[src/rtl/hx8357_init_seq.sv]
// Power-on sequencer for the HX8357 controller: plays the init script, then
// clears the panel with a CASET/PASET/RAMWR fill, with a handshake watchdog.
module hx8357_init_seq #(
    parameter int DELAY_UNIT_CYCLES = 25000,
    parameter int H_RES             = 320,
    parameter int V_RES             = 480,
    parameter int WDOG_CYCLES       = 65535
) (
    input  logic        clk,
    input  logic        nres,
    input  logic        start,
    input  logic [15:0] fill_color,
    output logic        busy,
    output logic        init_done,
    output logic        error,
    output logic        ctl_cmd,
    output logic        ctl_data,
    output logic [15:0] ctl_data_in,
    input  logic        supply_data,
    input  logic        transmission_cmpl
);

    typedef enum logic [3:0] {
        IDLE, FETCH, CMD_REQ, CMD_WAIT, DAT_REQ, DAT_WAIT, DELAY, FILL_SETUP, DONE, ERROR
    } state_t;

    localparam logic [1:0]  TY_CMD    = 2'b00;
    localparam logic [1:0]  TY_PARAM  = 2'b01;
    localparam logic [1:0]  TY_DELAY  = 2'b10;
    localparam logic [1:0]  TY_END    = 2'b11;
    localparam logic [3:0]  ROM_END   = 4'd10;
    localparam logic [3:0]  PIX_IDX   = 4'd11;
    localparam logic [15:0] H_LAST    = 16'(H_RES - 1);
    localparam logic [15:0] V_LAST    = 16'(V_RES - 1);
    localparam logic [23:0] PIX_TOTAL = 24'(H_RES * V_RES);
    localparam logic [31:0] WDOG_LOAD = 32'(WDOG_CYCLES);
    localparam logic [31:0] UNIT      = 32'(DELAY_UNIT_CYCLES);

    state_t      state;
    logic [3:0]  ptr;
    logic        fill_mode;
    logic [23:0] pix_cnt;
    logic [31:0] dly_cnt;
    logic [31:0] wd_cnt;
    logic [15:0] fill_col;
    logic        sd_r;
    logic        tc_r;
    logic        sd_ev;
    logic        tc_ev;
    logic [3:0]  nxt_ptr;
    logic [23:0] nxt_pix;
    logic [17:0] cur;
    logic [17:0] nxt;

    // In fill mode the entry list is synthesised; index 11 repeats for every pixel.
    function automatic logic [17:0] entry_at(input logic fill, input logic [3:0] idx,
                                             input logic [23:0] pix, input logic [15:0] color);
        logic [17:0] e;
        if (!fill) begin
            case (idx)
                4'd0:    e = {TY_CMD,   16'h0001};
                4'd1:    e = {TY_DELAY, 16'd10};
                4'd2:    e = {TY_CMD,   16'h0011};
                4'd3:    e = {TY_DELAY, 16'd120};
                4'd4:    e = {TY_CMD,   16'h003A};
                4'd5:    e = {TY_PARAM, 16'h0055};
                4'd6:    e = {TY_CMD,   16'h0036};
                4'd7:    e = {TY_PARAM, 16'h0000};
                4'd8:    e = {TY_CMD,   16'h0029};
                4'd9:    e = {TY_DELAY, 16'd10};
                default: e = {TY_END,   16'h0000};
            endcase
        end else begin
            case (idx)
                4'd0:    e = {TY_CMD,   16'h002A};
                4'd1:    e = {TY_PARAM, 16'h0000};
                4'd2:    e = {TY_PARAM, 16'h0000};
                4'd3:    e = {TY_PARAM, 8'h00, H_LAST[15:8]};
                4'd4:    e = {TY_PARAM, 8'h00, H_LAST[7:0]};
                4'd5:    e = {TY_CMD,   16'h002B};
                4'd6:    e = {TY_PARAM, 16'h0000};
                4'd7:    e = {TY_PARAM, 16'h0000};
                4'd8:    e = {TY_PARAM, 8'h00, V_LAST[15:8]};
                4'd9:    e = {TY_PARAM, 8'h00, V_LAST[7:0]};
                4'd10:   e = {TY_CMD,   16'h002C};
                PIX_IDX: e = (pix != 24'd0) ? {TY_PARAM, color} : {TY_END, 16'h0000};
                default: e = {TY_END,   16'h0000};
            endcase
        end
        return e;
    endfunction

    assign sd_ev = supply_data & ~sd_r;
    assign tc_ev = transmission_cmpl & ~tc_r;

    always_comb begin
        if (fill_mode && ptr == PIX_IDX) begin
            nxt_ptr = ptr;
            nxt_pix = pix_cnt - 24'd1;
        end else begin
            nxt_ptr = ptr + 4'd1;
            nxt_pix = pix_cnt;
        end
    end

    assign cur = entry_at(fill_mode, ptr, pix_cnt, fill_col);
    assign nxt = entry_at(fill_mode, nxt_ptr, nxt_pix, fill_col);

    always_ff @(posedge clk or negedge nres) begin
        if (!nres) begin
            state       <= IDLE;
            ptr         <= 4'd0;
            fill_mode   <= 1'b0;
            pix_cnt     <= 24'd0;
            dly_cnt     <= 32'd0;
            wd_cnt      <= 32'd0;
            fill_col    <= 16'h0000;
            sd_r        <= 1'b0;
            tc_r        <= 1'b0;
            busy        <= 1'b0;
            init_done   <= 1'b0;
            error       <= 1'b0;
            ctl_cmd     <= 1'b0;
            ctl_data    <= 1'b0;
            ctl_data_in <= 16'h0000;
        end else begin
            sd_r <= supply_data;
            tc_r <= transmission_cmpl;
            // Free-running outside handshakes; only inspected in REQ/WAIT states.
            if (sd_ev || tc_ev) begin
                wd_cnt <= WDOG_LOAD;
            end else if (wd_cnt != 32'd0) begin
                wd_cnt <= wd_cnt - 32'd1;
            end

            case (state)
                IDLE, DONE, ERROR: begin
                    if (start) begin
                        busy      <= 1'b1;
                        error     <= 1'b0;
                        init_done <= 1'b0;
                        fill_col  <= fill_color;
                        fill_mode <= 1'b0;
                        ptr       <= (state == DONE) ? ROM_END : 4'd0;
                        state     <= FETCH;
                    end
                end
                FETCH: begin
                    wd_cnt <= WDOG_LOAD;
                    case (cur[17:16])
                        TY_CMD: begin
                            ctl_cmd <= 1'b1;
                            state   <= CMD_REQ;
                        end
                        TY_PARAM: begin
                            ctl_data <= 1'b1;
                            state    <= DAT_REQ;
                        end
                        TY_DELAY: begin
                            if (cur[15:0] == 16'd0) begin
                                ptr <= nxt_ptr;
                            end else begin
                                dly_cnt <= {16'd0, cur[15:0]} * UNIT;
                                state   <= DELAY;
                            end
                        end
                        default: begin
                            if (fill_mode) begin
                                busy      <= 1'b0;
                                init_done <= 1'b1;
                                state     <= DONE;
                            end else begin
                                state <= FILL_SETUP;
                            end
                        end
                    endcase
                end
                FILL_SETUP: begin
                    fill_mode <= 1'b1;
                    ptr       <= 4'd0;
                    pix_cnt   <= PIX_TOTAL;
                    state     <= FETCH;
                end
                DELAY: begin
                    if (dly_cnt <= 32'd1) begin
                        ptr   <= nxt_ptr;
                        state <= FETCH;
                    end else begin
                        dly_cnt <= dly_cnt - 32'd1;
                    end
                end
                CMD_REQ: begin
                    if (sd_ev) begin
                        ctl_data_in <= cur[15:0];
                        ctl_cmd     <= 1'b0;
                        state       <= CMD_WAIT;
                    end else if (wd_cnt == 32'd0) begin
                        ctl_cmd  <= 1'b0;
                        ctl_data <= 1'b0;
                        error    <= 1'b1;
                        busy     <= 1'b0;
                        state    <= ERROR;
                    end
                end
                CMD_WAIT: begin
                    if (tc_ev) begin
                        ptr     <= nxt_ptr;
                        pix_cnt <= nxt_pix;
                        state   <= FETCH;
                    end else if (wd_cnt == 32'd0) begin
                        ctl_cmd  <= 1'b0;
                        ctl_data <= 1'b0;
                        error    <= 1'b1;
                        busy     <= 1'b0;
                        state    <= ERROR;
                    end
                end
                DAT_REQ: begin
                    if (sd_ev) begin
                        ctl_data_in <= cur[15:0];
                        state       <= DAT_WAIT;
                    end else if (wd_cnt == 32'd0) begin
                        ctl_cmd  <= 1'b0;
                        ctl_data <= 1'b0;
                        error    <= 1'b1;
                        busy     <= 1'b0;
                        state    <= ERROR;
                    end
                end
                DAT_WAIT: begin
                    if (tc_ev) begin
                        ptr     <= nxt_ptr;
                        pix_cnt <= nxt_pix;
                        // Keep the burst open while the next entry is another data word.
                        if (nxt[17:16] == TY_PARAM) begin
                            if (sd_ev) begin
                                ctl_data_in <= nxt[15:0];
                                state       <= DAT_WAIT;
                            end else begin
                                state <= DAT_REQ;
                            end
                        end else begin
                            ctl_data <= 1'b0;
                            state    <= FETCH;
                        end
                    end else if (wd_cnt == 32'd0) begin
                        ctl_cmd  <= 1'b0;
                        ctl_data <= 1'b0;
                        error    <= 1'b1;
                        busy     <= 1'b0;
                        state    <= ERROR;
                    end
                end
                default: state <= IDLE;
            endcase
        end
    end

endmodule

[config.mk]
export PLATFORM = sky130hd
export DESIGN_NAME = hx8357_init_seq
export DESIGN_NICKNAME = d
export VERILOG_FILES = /design/src/rtl/hx8357_init_seq.sv
export SDC_FILE = /design/constraint.sdc
export NUM_CORES = 1
export LEC_CHECK = 0
export CELL_PAD_IN_SITES_DETAIL_PLACEMENT = 1
export CELL_PAD_IN_SITES_GLOBAL_PLACEMENT = 2
export CORE_MARGIN = 2
export CORE_UTILIZATION = 39
export CTS_CLUSTER_DIAMETER = 50
export DETAILED_ROUTE_END_ITERATION = 16
export GPL_TIMING_DRIVEN = 1
export PLACE_DENSITY = 0.88
export SLEW_MARGIN = 20
export SYNTH_ARGS = -nofsm -noshare
export SYNTH_HDL_FRONTEND = slang
export SYNTH_SLANG_ARGS = --single-unit
[constraint.sdc]
create_clock -name clk -period 8.9 [get_ports clk]
set_input_delay 1.78 -clock clk [delete_from_list [all_inputs] [get_ports clk]]
set_output_delay 1.78 -clock clk [all_outputs]
set_load 0.02 [all_outputs]
==> flow_summary.ini, run 1 <==
[status]
status = complete, no violations

[floorplan]
row_count = 64
die-height_um = 179
fp.coreArea_mm2 = 0.0304
die_w_um = 179
initial_core_util_pct = 39.4
io_pins = 42
die_area_mm2 = 0.0322

[power_and_ir_drop]
p_seq_share_pct = 20.8
switchingPower_mw = 2.34
p_comb_share_pct = 62.8
power.share.clock_pct = 16.4
swShare_pct = 48.1
cellPowerDensity_mw_per_mm2 = 362
ir_drop_mv = 0.196
p_leak_nw = 6.00
internal_power_mw = 2.52

[placement]
place_ws_ns = 1.71
placed_cells = 1818
place_hpwl_um = 26700
port_buffers = 41
gp_congestion = 0.886

[synthesis]
synth-edff-count = 0
synthArstFlopShare_pct = 100
synth_cell_types = 80
synth_ff_type = dfrtp_1
yosys_warnings = 0
syn_area_mm2 = 0.0120
synth_cells = 1423
syn_nets = 1616
syn_area_per_cell_um2 = 8.42
synth.ff_latch_count = 136
yosysSeqAreaShare_pct = 28.4

[route]
via_per_inst = 5.66
vias = 10500
dr.pass1.iters = 5
drc_errors = 0
drt-total-wl_um = 35300
first_iter_violations = 708
wire_per_inst_um = 19.1
ant_nets = 0

[finish]
syn2layout_area_growth_pct = 11.9
stdcell_count = 1850
layout.nets = 1634
drive_gt1_share_pct = 6.88
antenna-diode-count = 0
finalCoreUtilization_pct = 44.1

[sta]
slew_violations = 0
timing_worst_slew_pin_value_ns = 0.966
skew_ns = 0.00858
slew_headroom_pct = 35.5
tns_ns = 0
setup_viol = 0
setup_slack_ns = 1.57
finalCriticalPeriod_ns = 7.33
min_period_over_period_pct = 82.3
finalHoldViolCount = 0
rsz0062_at_grt = false
fmax_mhz = 136
holdWs_ns = 0.488

[global_route]
grt_pass1_vias = 11000
grt_max_degree = 73
grt_pass1_wl_um = 58400
antenna_found_initial = 0
grt_use_total_pct = 22.9
overflow = 0

[worst_hold_path]
hp-class = flop to flop

[clock_network]
clk_latency_ns = 0.43
cts_buffers = 17
cts_root_buf = clkbuf_16
cts_tree = done
clkSinkCount = 136
postCtsResizedCells = 0
clock_path_buffers = 2
clk_pin_slew_worst_paths_ns = 0.06
cts_hold_buf = 0
h-tree-depth = 4
post_cts_buffers = 0

[worst_setup_path]
worstSetupPathType = flop to flop
crit_required_ns = 9.23
cp_slowest_cell = a21oi_1
cp_num_buf_inv = 5
critPathTopFamily = adder cells
cpPeakStageDelay_ns = 0.84
path_cells = ha_1, nand4b_1, a21oi_1, nand2_1, inv_1, ha_1, ha_1, inv_1, fa_1, inv_1, fa_1, inv_1, fa_1, inv_1, ha_1, a21oi_1, nor2b_1, o21ai_0, a2111oi_0, nor2_1, o21ai_0, xor2_1, a221oi_1
crit_fanout = 21
cp-start-kind = flop
arrival_ns = 7.66
crit_top_cell = inv_1
crit_path_end_kind = flop

[job]
max_cap_viol_count = 0
==> Yosys cell counts (4+ instances only) <==
library cell | number | area share [%]
clkbuf_1 | 43 | 1.3
nor2_1 | 132 | 4.1
and3_1 | 5 | 0.26
o22ai_1 | 7 | 0.37
buf_1 | 4 | 0.13
nand2_1 | 151 | 4.7
inv_1 | 132 | 4.1
and2_1 | 6 | 0.31
o21a_1 | 10 | 0.63
or3_1 | 15 | 0.78
o221ai_1 | 5 | 0.37
o211ai_1 | 6 | 0.38
nor3b_1 | 6 | 0.38
mux2_2 | 23 | 2.2
xor2_1 | 22 | 1.6
nand3_1 | 24 | 1.0
fa_1 | 36 | 6.0
a22o_1 | 4 | 0.29
a31oi_1 | 11 | 0.57
a221oi_1 | 4 | 0.29
or2_2 | 5 | 0.26
o41ai_1 | 4 | 0.29
o31ai_1 | 20 | 1.3
o311ai_0 | 5 | 0.37
nor3_1 | 55 | 2.3
or4_1 | 10 | 0.63
a21oi_1 | 96 | 4.0
xnor2_1 | 35 | 2.6
nand2b_1 | 7 | 0.37
a21o_1 | 8 | 0.50
mux2i_1 | 10 | 0.84
nor2b_1 | 14 | 0.73
ha_1 | 136 | 14
nor4_1 | 28 | 1.5
a22oi_1 | 7 | 0.44
dfrtp_1 | 136 | 28
o21ai_0 | 103 | 4.3
a221o_1 | 7 | 0.58
buf_2 | 5 | 0.21
a211oi_1 | 13 | 0.81
nand4_1 | 9 | 0.47
==> worst register-to-register path, stage by stage (launching register included) <==
cell and delay (ns):
dfrtp_1 0.73, ha_1 0.41, nand4b_1 0.47, a21oi_1 0.84, nand2_1 0.30, inv_1 0.19, ha_1 0.26, ha_1 0.30
inv_1 0.06, fa_1 0.53, inv_1 0.05, fa_1 0.50, inv_1 0.05, fa_1 0.53, inv_1 0.04, ha_1 0.34
a21oi_1 0.19, nor2b_1 0.18, o21ai_0 0.12, a2111oi_0 0.40, nor2_1 0.12, o21ai_0 0.23, xor2_1 0.11, a221oi_1 0.29
==> power by group through the flow <==
stage                     combinational [mW]  clock, mW  sequential (mW)
after floorplan                         2.23          0            0.959
after global placement                  2.99          0             1.01
after detailed placement                3.04          0             1.02
after CTS                               3.08      0.816             1.01
final                                   3.05      0.795             1.01
after global routing                    3.46      0.839             1.04
==> path summary, 6_finish.rpt <==
path                       depth (start not counted)  slack, ns        start         endpoint
max                                               23       1.57       ptr[0]      dly_cnt[29]
min                                                2       0.49  dly_cnt[24]      dly_cnt[24]
max reg2reg                                       23       1.57       ptr[0]      dly_cnt[29]
min reg2reg                                        2       0.49  dly_cnt[24]      dly_cnt[24]
max in group asynchronous                          2       6.13         nres  ctl_data_in[15]
min in group asynchronous                          1       1.36         nres       wd_cnt[27]
==> through the flow <==
step | cell area, um^2 | total power, mW
final | 13400 | 4.86
after global placement | 12700 | 4.00
after global routing | 13400 | 5.34
after detailed placement | 12800 | 4.06
after floorplan | 12000 | 3.19
after CTS | 13400 | 4.91
==> routing by layer <==
metal | GRT usage (%) | up-vias | wire, um | part of all wire [%]
met5 | 0 | - | 0 | 0
met4 | 5.61 | 0 | 380 | 1.1
met3 | 2.65 | 19 | 877 | 2.5
met2 | 39.1 | 122 | 17500 | 49
met1 | 30.7 | 5283 | 16600 | 47
li1 | - | 5052 | - | -
==> area by class of cell <==
cell class	count	area [um^2]
timing repair buffer	56	528
sequential	136	3400
tap	396	495
fill	3643	17000
inverter	133	499
clock buffer	20	467
clock inverter	12	185
multi-input combinational	1097	7830
==> flip-flops by register name (all words and copies together) (netlist names) <==
register	count
busy	1
ctl_cmd	1
ctl_data	1
ctl_data_in	16
dly_cnt	32
error	1
fill_col	16
fill_mode	1
init_done	1
pix_cnt	24
ptr	4
sd_r	1
state	4
tc_r	1
wd_cnt	32
==> placed cells by master (no fill, tap or decap), types with 7 or more instances in the layout <==
master and count:
a211oi_1 13, a21o_1 8, a21oi_1 96, a221o_1 7, a22oi_1 7, a31oi_1 11
buf_4 14, clkbuf_16 17, clkdlybuf4s50_1 40, dfrtp_1 136, fa_1 36, ha_1 136
inv_1 132, mux2_2 23, mux2i_1 10, nand2_1 151, nand2b_1 7, nand3_1 24
nand4_1 9, nor2_1 132, nor2b_1 13, nor3_1 54, nor4_1 28, o21a_1 10
o21ai_0 103, o22ai_1 7, o31ai_1 19, or3_1 15, or4_1 10, xnor2_1 35
xor2_1 22
==> logic make-up after synthesis <==
logic type / count (synthesis) / synth area share (%)
flip-flops: 136 / 28.4
AND/OR/NAND/NOR: 488 / 19.4
multiplexers: 35 / 3.25
XOR/XNOR: 57 / 4.16
adder cells (fa/ha/maj): 172 / 20.2
AO/OA/AOI/OAI: 345 / 18.2
buffers and inverters: 190 / 6.37
No activity file was read; power rests on OpenSTA's default activity.
==> run 2: changes to the inputs <==
Settings changed: CORE_UTILIZATION 39 to 35, PLACE_DENSITY 0.88 to 0.83.
Clock period 8.9 ns to 6.6 ns, I/O delays scaled along.
==> run 2 against run 1 <==
  * Utilization decreased by 2.1 points
  * Final cell count increased by 6.2%
  * Clock power increased by 28%
  * Flip-flop and latch count unchanged
  * Count of clock-buffer cells in the layout decreased by 1
  * Register-to-register slack got worse by 1.3 ns
  * Design area increased by 5.1%
==> flow_summary.ini, run 2 (synthesis results as in run 1) <==
[power_and_ir_drop]
finalPower_mw = 7.12
ir_drop_mv = 0.279
swShare_pct = 48.0
p_leak_nw = 6.35
p_comb_share_pct = 67.1
switchingPower_mw = 3.41
power.share.clock_pct = 14.3
internal_power_mw = 3.70
cellPowerDensity_mw_per_mm2 = 505
p_seq_share_pct = 18.6

[floorplan]
row_count = 67
die_w_um = 189
initial_core_util_pct = 35.7
fp.coreArea_mm2 = 0.0336
die-height_um = 189
die_area_mm2 = 0.0357
io_pins = 42

[placement]
postPlaceCellArea_mm2 = 0.0132
gp_congestion = 0.838
port_buffers = 41
place_ws_ns = -0.204
place_hpwl_um = 28200

[worst_setup_path]
crit_required_ns = 6.94
r2r_start = ptr[1]
crit_fanout = 8
worstSetupPathType = flop to flop
cp-start-kind = flop
r2r_cells = 26
crit_path_end_kind = flop
r2r_setup_slack_ns = 0.26
arrival_ns = 6.68
reg2reg_to = dly_cnt[29]

[worst_hold_path]
hp-class = flop to flop
hold_path_depth = 2
hp-start = dly_cnt[24]
hold_end = dly_cnt[24]

[clock_network]
h-tree-depth = 4
clk_latency_ns = 0.44
cts_buffers = 17
cts_root_buf = clkbuf_16
clk_pin_slew_worst_paths_ns = 0.07
clock_path_buffers = 2
clkSinkCount = 136
cts_tree = done

[finish]
mostFrequentLayoutCells = nand2_1, dfrtp_1, nor2_1
finalCoreUtilization_pct = 41.9
layout_commonest_cell = nand2_1
final_cell_area_mm2 = 0.0141
antenna-diode-count = 0
syn2layout_area_growth_pct = 17.6
layout.nets = 1699
reg.largest.list = dly_cnt: 32 flops, wd_cnt: 32 flops, pix_cnt: 24 flops
drive_gt1_share_pct = 12.8

[global_route]
grt_pass1_vias = 11200
grt_pass1_wl_um = 61300
overflow = 0
antenna_found_initial = 0
grt_use_total_pct = 21.4
grt_max_degree = 75

[sta]
slew_violations = 0
tns_ns = 0
min_period_over_period_pct = 96.0
skew_ns = 0.0115
setup_viol = 0
finalHoldViolCount = 0
setup_slack_ns = 0.263
fmax_mhz = 158
slew_headroom_pct = 39.7
timing_worst_slew_pin_value_ns = 0.903
finalCriticalPeriod_ns = 6.34

[route]
dr.pass1.iters = 5
drt-total-wl_um = 38100
ant_nets = 0
via_per_inst = 5.55
drc_errors = 0
wire_per_inst_um = 19.4
first_iter_violations = 606
vias = 10900

[job]
max_cap_viol_count = 0

[status]
status = complete, no violations
run 2: how the worst max path moves through the flow:
stage,start,slack [ns],end,cells past startpoint
floorplan,pix_cnt[0],0.36,dly_cnt[29],26
global placement,pix_cnt[0],0.05,dly_cnt[29],26
detailed placement,pix_cnt[0],-0.20,dly_cnt[29],27
CTS,pix_cnt[0],0.02,dly_cnt[29],26
global route,ptr[1],-0.10,dly_cnt[29],26
finish,ptr[1],0.26,dly_cnt[29],26
run 2: stage by stage:
step           hold slack [ns]  cells
2_1_floorplan            0.451   1423
6_report                 0.493   1965
5_1_grt                  0.532   1965
3_5_place_dp             0.488   1926
4_1_cts                  0.502   1956
3_3_place_gp             0.477   1926
run 2: metal layers:
| metal | vias up | wire (um) | part of all wire, % | track usage [%] |
|---|---|---|---|---|
| li1 | 5182 | - | - | - |
| met1 | 5487 | 17800 | 47 | 29.2 |
| met2 | 195 | 18400 | 48 | 35.7 |
| met3 | 37 | 1220 | 3.2 | 2.65 |
| met4 | 0 | 620 | 1.6 | 6.07 |
| met5 | - | 0 | 0 | 0 |
run 2: power by group through the flow:
stage	Sequential (mW)	Clock (mW)	Combinational, mW
floorplan	1.29	0	3.01
global placement	1.33	0	4.39
detailed placement	1.33	0	4.49
CTS	1.32	1.05	4.57
global route	1.37	1.07	5.36
finish	1.33	1.02	4.77
run 2: cell type report:
| type | count | area, um^2 |
|---|---|---|
| fill | 4034 | 19500 |
| inverter | 133 | 499 |
| clock buffer | 19 | 453 |
| tap | 448 | 561 |
| clock inverter | 11 | 148 |
| sequential | 136 | 3400 |
| multi-input combinational | 1098 | 8030 |
| timing repair buffer | 120 | 1000 |
run 2: repair_timing:
action	4_1_cts	5_1_grt
gates cloned	0	1
setup buffers	0	8
gates resized for setup	7	37
pin swaps	1	12
hold buffers	0	0
setup endpoints to repair	10	12
run 2: critical path, cell delays in order (launching register included):
cell,delay [ns]
dfrtp_1,0.48
inv_1,0.17
ha_1,0.38
nor2_1,0.09
a221o_1,0.41
buf_4,0.19
a21oi_1,0.15
nor2_2,0.08
inv_2,0.18
ha_4,0.24
ha_2,0.38
xor2_1,0.20
ha_1,0.24
a31oi_4,0.05
fa_1,0.49
fa_1,0.55
inv_1,0.04
ha_1,0.32
a21oi_2,0.15
a21oi_1,0.09
nor2b_1,0.17
o21ai_0,0.16
a2111oi_2,0.29
nor2_1,0.12
o21ai_0,0.22
xor2_1,0.11
a221oi_2,0.26
